<file path="config.mk">
export PLATFORM = sky130hd
export DESIGN_NAME = seq_mult10
export DESIGN_NICKNAME = d
export VERILOG_FILES = /design/src/rtl/seq_mult10_pkg.sv /design/src/rtl/seq_mult10_rca10.sv /design/src/rtl/seq_mult10.sv
export SDC_FILE = /design/constraint.sdc
export NUM_CORES = 1
export LEC_CHECK = 0
export ABC_AREA = 0
export CAP_MARGIN = 25
export CORE_MARGIN = 4
export CORE_UTILIZATION = 50
export DETAILED_ROUTE_END_ITERATION = 7
export MAX_ROUTING_LAYER = met4
export PLACE_DENSITY = 0.88
export SYNTH_ARGS = -nofsm -noshare
export SYNTH_HDL_FRONTEND = slang
export SYNTH_SLANG_ARGS = --single-unit
</file>
<file path="constraint.sdc">
create_clock -name clk -period 7.6 [get_ports clk]
set_input_delay 1.52 -clock clk [delete_from_list [all_inputs] [get_ports clk]]
set_output_delay 1.52 -clock clk [all_outputs]
set_load 0.01 [all_outputs]
</file>
<file path="src/rtl/seq_mult10_pkg.sv">
// Shared constants and state encoding for the sequential 10x10 multiplier.
package seq_mult10_pkg;

  // Operand width is fixed by the rca10 adder datapath.
  localparam int WIDTH = 10;
  // Iteration counter width; 2**CNT_W must cover WIDTH iterations.
  localparam int CNT_W = 4;
  // Product width.
  localparam int P_W   = 2 * WIDTH;

  typedef enum logic [1:0] {
    S_IDLE = 2'd0,
    S_BUSY = 2'd1,
    S_DONE = 2'd2
  } state_t;

endpackage

</file>
<file path="src/rtl/seq_mult10_rca10.sv">
// 10-bit ripple-carry adder used as the multiplier's add stage.
module seq_mult10_rca10 (
  input  logic [9:0] a,
  input  logic [9:0] b,
  input  logic       cin,
  output logic [9:0] sum,
  output logic       cout
);

  logic [10:0] c;

  assign c[0] = cin;

  // One full adder per bit, carry rippling from bit 0 upwards.
  for (genvar i = 0; i < 10; i++) begin : g_fa
    assign sum[i]   = a[i] ^ b[i] ^ c[i];
    assign c[i + 1] = (a[i] & b[i]) | (a[i] & c[i]) | (b[i] & c[i]);
  end

  assign cout = c[10];

endmodule

</file>
<file path="src/rtl/seq_mult10.sv">
// Sequential radix-2 shift-and-add unsigned multiplier, 10x10 -> 20 bits.
//
// Handshake: a transfer happens on a rising edge where valid and ready are
// both high. in_ready is high only in IDLE, out_valid only in DONE. While
// out_valid is high and out_ready low, P holds its value. in_valid outside
// IDLE and out_ready outside DONE are ignored. Reset wins over any handshake.
module seq_mult10
  import seq_mult10_pkg::*;
(
  input  logic        clk,
  input  logic        reset,
  input  logic        in_valid,
  output logic        in_ready,
  input  logic [9:0]  A,
  input  logic [9:0]  B,
  output logic        out_valid,
  input  logic        out_ready,
  output logic [19:0] P,
  output logic [1:0]  dbg_state
);

  localparam logic [CNT_W-1:0] LAST_ITER = CNT_W'(WIDTH - 1);

  state_t           state_q;
  state_t           state_d;
  logic [WIDTH-1:0] acc_hi;
  logic [WIDTH-1:0] mq;
  logic [WIDTH-1:0] mcand;
  logic [CNT_W-1:0] count;
  logic [WIDTH-1:0] addend;
  logic [WIDTH-1:0] sum;
  logic             cout;

  // Partial product for this iteration: multiplicand if the current multiplier LSB is set.
  always_comb begin
    addend = '0;
    if (mq[0]) addend = mcand;
  end

  seq_mult10_rca10 u_rca10 (
    .a    (acc_hi),
    .b    (addend),
    .cin  (1'b0),
    .sum  (sum),
    .cout (cout)
  );

  // State register.
  always_ff @(posedge clk) begin
    if (reset) state_q <= S_IDLE;
    else       state_q <= state_d;
  end

  // Next-state logic and handshake outputs; unused encoding falls back to IDLE.
  always_comb begin
    state_d   = state_q;
    in_ready  = 1'b0;
    out_valid = 1'b0;
    case (state_q)
      S_IDLE: begin
        in_ready = 1'b1;
        if (in_valid) state_d = S_BUSY;
      end
      S_BUSY: begin
        if (count == LAST_ITER) state_d = S_DONE;
      end
      S_DONE: begin
        out_valid = 1'b1;
        if (out_ready) state_d = S_IDLE;
      end
      default: state_d = S_IDLE;
    endcase
  end

  // Datapath: load operands on accept, then add-and-shift once per BUSY cycle.
  // The adder carry-out becomes the new acc_hi MSB, so no product bit is lost.
  always_ff @(posedge clk) begin
    if (reset) begin
      acc_hi <= '0;
      mq     <= '0;
      mcand  <= '0;
      count  <= '0;
    end else begin
      case (state_q)
        S_IDLE: begin
          if (in_valid) begin
            mcand  <= A;
            mq     <= B;
            acc_hi <= '0;
            count  <= '0;
          end
        end
        S_BUSY: begin
          acc_hi <= {cout, sum[WIDTH-1:1]};
          mq     <= {sum[0], mq[WIDTH-1:1]};
          count  <= count + 1'b1;
        end
        default: ;
      endcase
    end
  end

  // Product and state are visible in every state; P is meaningful only in DONE.
  always_comb begin
    P         = {acc_hi, mq};
    dbg_state = state_q;
  end

endmodule

</file>
==> results.md <==
* Rows at 21
* Pre-antenna DRT Iters at 4
* Routed WL at 3900 um
* Diode count at 0
* Top delay family on crit path: adder cells
* Post-synth cell types at 28
* Worst Hold Class: register to register
* Most used cell, CP: fa_1
* CTS tree: yes
* Gpl congestion at 0.743
* Worst path slowest cell: dfxtp_1
* Max cap viols at 0
* Final Non-Filler Cells at 296
* Maximum fanout along the worst path at 12
* Hold Buf Count CTS at 0
* CP startpoint kind: register
* Setup_tns at 0 ps
* Cell depth of the worst hold path at 2
* Clk slew on worst S/H paths at approximately 110 ps
* Netlist Area Pre-Place at 0.00180 mm2
* Critical path class: register to register
* Initial cell density of the core at 52.7%
* Buffers & Inverters on Critical Path at 1
* Post-CTS Setup Bufs at 0
* GR Util All Layers at 19.8%
* Number of CTS-inserted buffers at 5
* Drt initial violations at between 80 and 90
* Multi-input gate area at around 960 um2
* Post-synthesis sequential element count at 36
* Fin util at 68.3%
* Worst slew pin tran at ~940 ps
* Placed Instances at 288
* Chip height at 68.0 um
* Relative slew slack at 37.2%
* Worst Clk Skew at about 12 ps
* Cell Chain, Critical Path: and2_1 -> ha_1 -> fa_1 -> fa_1 -> inv_1 -> fa_1 -> fa_1 -> fa_1 -> fa_1 -> fa_1 -> fa_1 -> fa_1 -> nand2b_1 -> a21oi_1
* Reg area at 721 um2
* Worst skew pair latency at 350 ps
* Leak Pwr at ~0.81 nW
* Commonest cells after routing, fill and taps aside: nand2_1, clkdlybuf4s50_1, dfxtp_1, a21oi_1, nor2_1
* Die span in x at 68.0 um
* Capturing point of the worst reg2reg path: acc_hi[8]$_SDFFE_PP0P_
* Status: finished clean
* Worst Reg-to-Reg Cells at 14
* Core ar. at around 0.0034 mm2
* Initial antenna violation count at 0
* Largest net degree at the start of global routing at 37
* Cell area after layout at 0.00233 mm2
* Via count at 1535
* Longest Clk Path Bufs at 2
* Endpoints failing setup at 0
* WHS Endpoint: mcand[8]$_SDFFE_PP0P_
* Syn Inst Count at 208
* WP data required at 7880 ps
* Port buffer count at 47
* GRT overflow at 0
* Synth Area per Inst at 8.66 um2
* Syn Nets at 244
* Peak VDD IR at 93.4 uV
* Layout cell share with drive strength beyond 1 at 8.00%
* Sink Count at 36
* CP arrival at between 4000 and 5000 ps
* Final min period at between 4000 and 5000 ps
* Final Max Tran Viols at 0
* Commonest non-fill, non-tap cell in the layout: nand2_1
* Vias in the first global route at 1515
* HP Start: mcand[8]$_SDFFE_PP0P_
* Nature of the critical path endpoint: register
* First-pass GRT wire length at 6560 um
* Reg-to-reg critical path startpoint: mq[0]$_SDFFE_PP0P_
* Max incr delay on CP at 590 ps
* WL per Instance at 13.2 um
* Total number of yosys warnings at 0
* Fill count at 289
* H-Tree Depth at 2
* Num ports at 48
* Setup slack, reg-to-reg at 3160 ps
* Final period utilization at 58.4%
* DRC at 0
* F_max at 225 MHz
* Placed cell areas at between 0.002 and 0.0025 mm2
* # resized after CTS at 0
* Final hold vios at 0
* Nets at roughly 290
* Die area at 0.00463 mm2
* Area grow syn2layout at 29.5%
* Number of vias per cell at slightly above 5
* Post-route ant nets at 0
* PwrDens at 175 mW/mm2
* Unrepaired setup endpoints after global routing: false
* CTS Root Cell: clkbuf_4
* Post-synthesis sequential area ratio at 40.0%
* HPWL after detailed placement at roughly 2700 um
state kept, by name (all words and copies together), names as in the netlist:
signal     count
mq            10
mcand         10
dbg_state      2
acc_hi        10
count          4
kinds of logic after synthesis:
kind of cell	count (synthesis)	synth area share, %
flip-flops	36	40.0
AO/OA/AOI/OAI	37	16.0
buffers and inverters	25	6.94
adder cells (fa/ha/maj)	12	12.1
multiplexers	1	0.625
AND/OR/NAND/NOR	97	24.4
worst min-delay path, stage by stage (launching register included):
cell	delay [ps]
dfxtp_1	330
nand2_1	50
a21oi_1	50
Yosys cell counts (all sizes together):
| cell type | count | area [um2] |
|---|---|---|
| nand2 | 49 | 184 |
| dfxtp | 36 | 721 |
| a21oi | 23 | 115 |
| nor2 | 14 | 52.6 |
| nand3 | 13 | 65.1 |
| buf | 11 | 72.6 |
| nand2b | 11 | 68.8 |
| a311oi | 10 | 138 |
| inv | 10 | 37.5 |
| fa | 9 | 180 |
| clkbuf | 4 | 15.0 |
| and2 | 3 | 18.8 |
| ha | 3 | 37.5 |
| a2bb2oi | 1 | 8.76 |
| a31oi | 1 | 6.26 |
| and2b | 1 | 8.76 |
| mux2 | 1 | 11.3 |
| nand3b | 1 | 7.51 |
| nor2b | 1 | 6.26 |
| nor3 | 1 | 5.00 |
| nor3b | 1 | 7.51 |
| o211a | 1 | 10.0 |
| o21ba | 1 | 10.0 |
| or3 | 1 | 6.26 |
| or3b | 1 | 8.76 |
where the power goes:
group	switching [W]	internal, W	total, W
sequential	0.00000881	0.000199	0.000207
combinational	0.0000342	0.0000347	0.0000690
clock	0.0000640	0.0000689	0.000133
total	0.000107	0.000302	0.000409
routing by layer:
metal  GRT usage, %  wire length, um
met3           3.45              201
met5              -                0
met1           23.3             1640
met2           32.5             1980
met4           9.68               72
area by class of cell:
type	instances	share of cell area, %
clock inverters	2	1.50
inverters	10	1.61
well taps	46	2.47
flip-flops and latches	36	30.9
repair buffers	49	20.8
clock buffers	6	1.77
multi-input cells	147	41.0
how the worst max path moves through the flow:
| stage | end | depth (start not counted) | from |
|---|---|---|---|
| 2_1_floorplan | acc_hi[8]$_SDFFE_PP0P_ | 15 | mq[0]$_SDFFE_PP0P_ |
| 3_3_place_gp | acc_hi[8]$_SDFFE_PP0P_ | 14 | mq[0]$_SDFFE_PP0P_ |
| 3_5_place_dp | acc_hi[8]$_SDFFE_PP0P_ | 14 | mq[0]$_SDFFE_PP0P_ |
| 4_1_cts | acc_hi[8]$_SDFFE_PP0P_ | 14 | mq[0]$_SDFFE_PP0P_ |
| 5_1_grt | acc_hi[8]$_SDFFE_PP0P_ | 14 | mq[0]$_SDFFE_PP0P_ |
| 6_report | acc_hi[8]$_SDFFE_PP0P_ | 14 | mq[0]$_SDFFE_PP0P_ |
through the flow:
stage / worst slack (ps) / hold slack (ps) / power (W)
2_1_floorplan: 3300 / 432 / 0.000252
3_3_place_gp: 3350 / 440 / 0.000280
3_5_place_dp: 3190 / 453 / 0.000281
4_1_cts: 3170 / 468 / 0.000413
5_1_grt: 2960 / 495 / 0.000426
6_report: 3160 / 468 / 0.000409
Power figures use the tool's default switching activity.
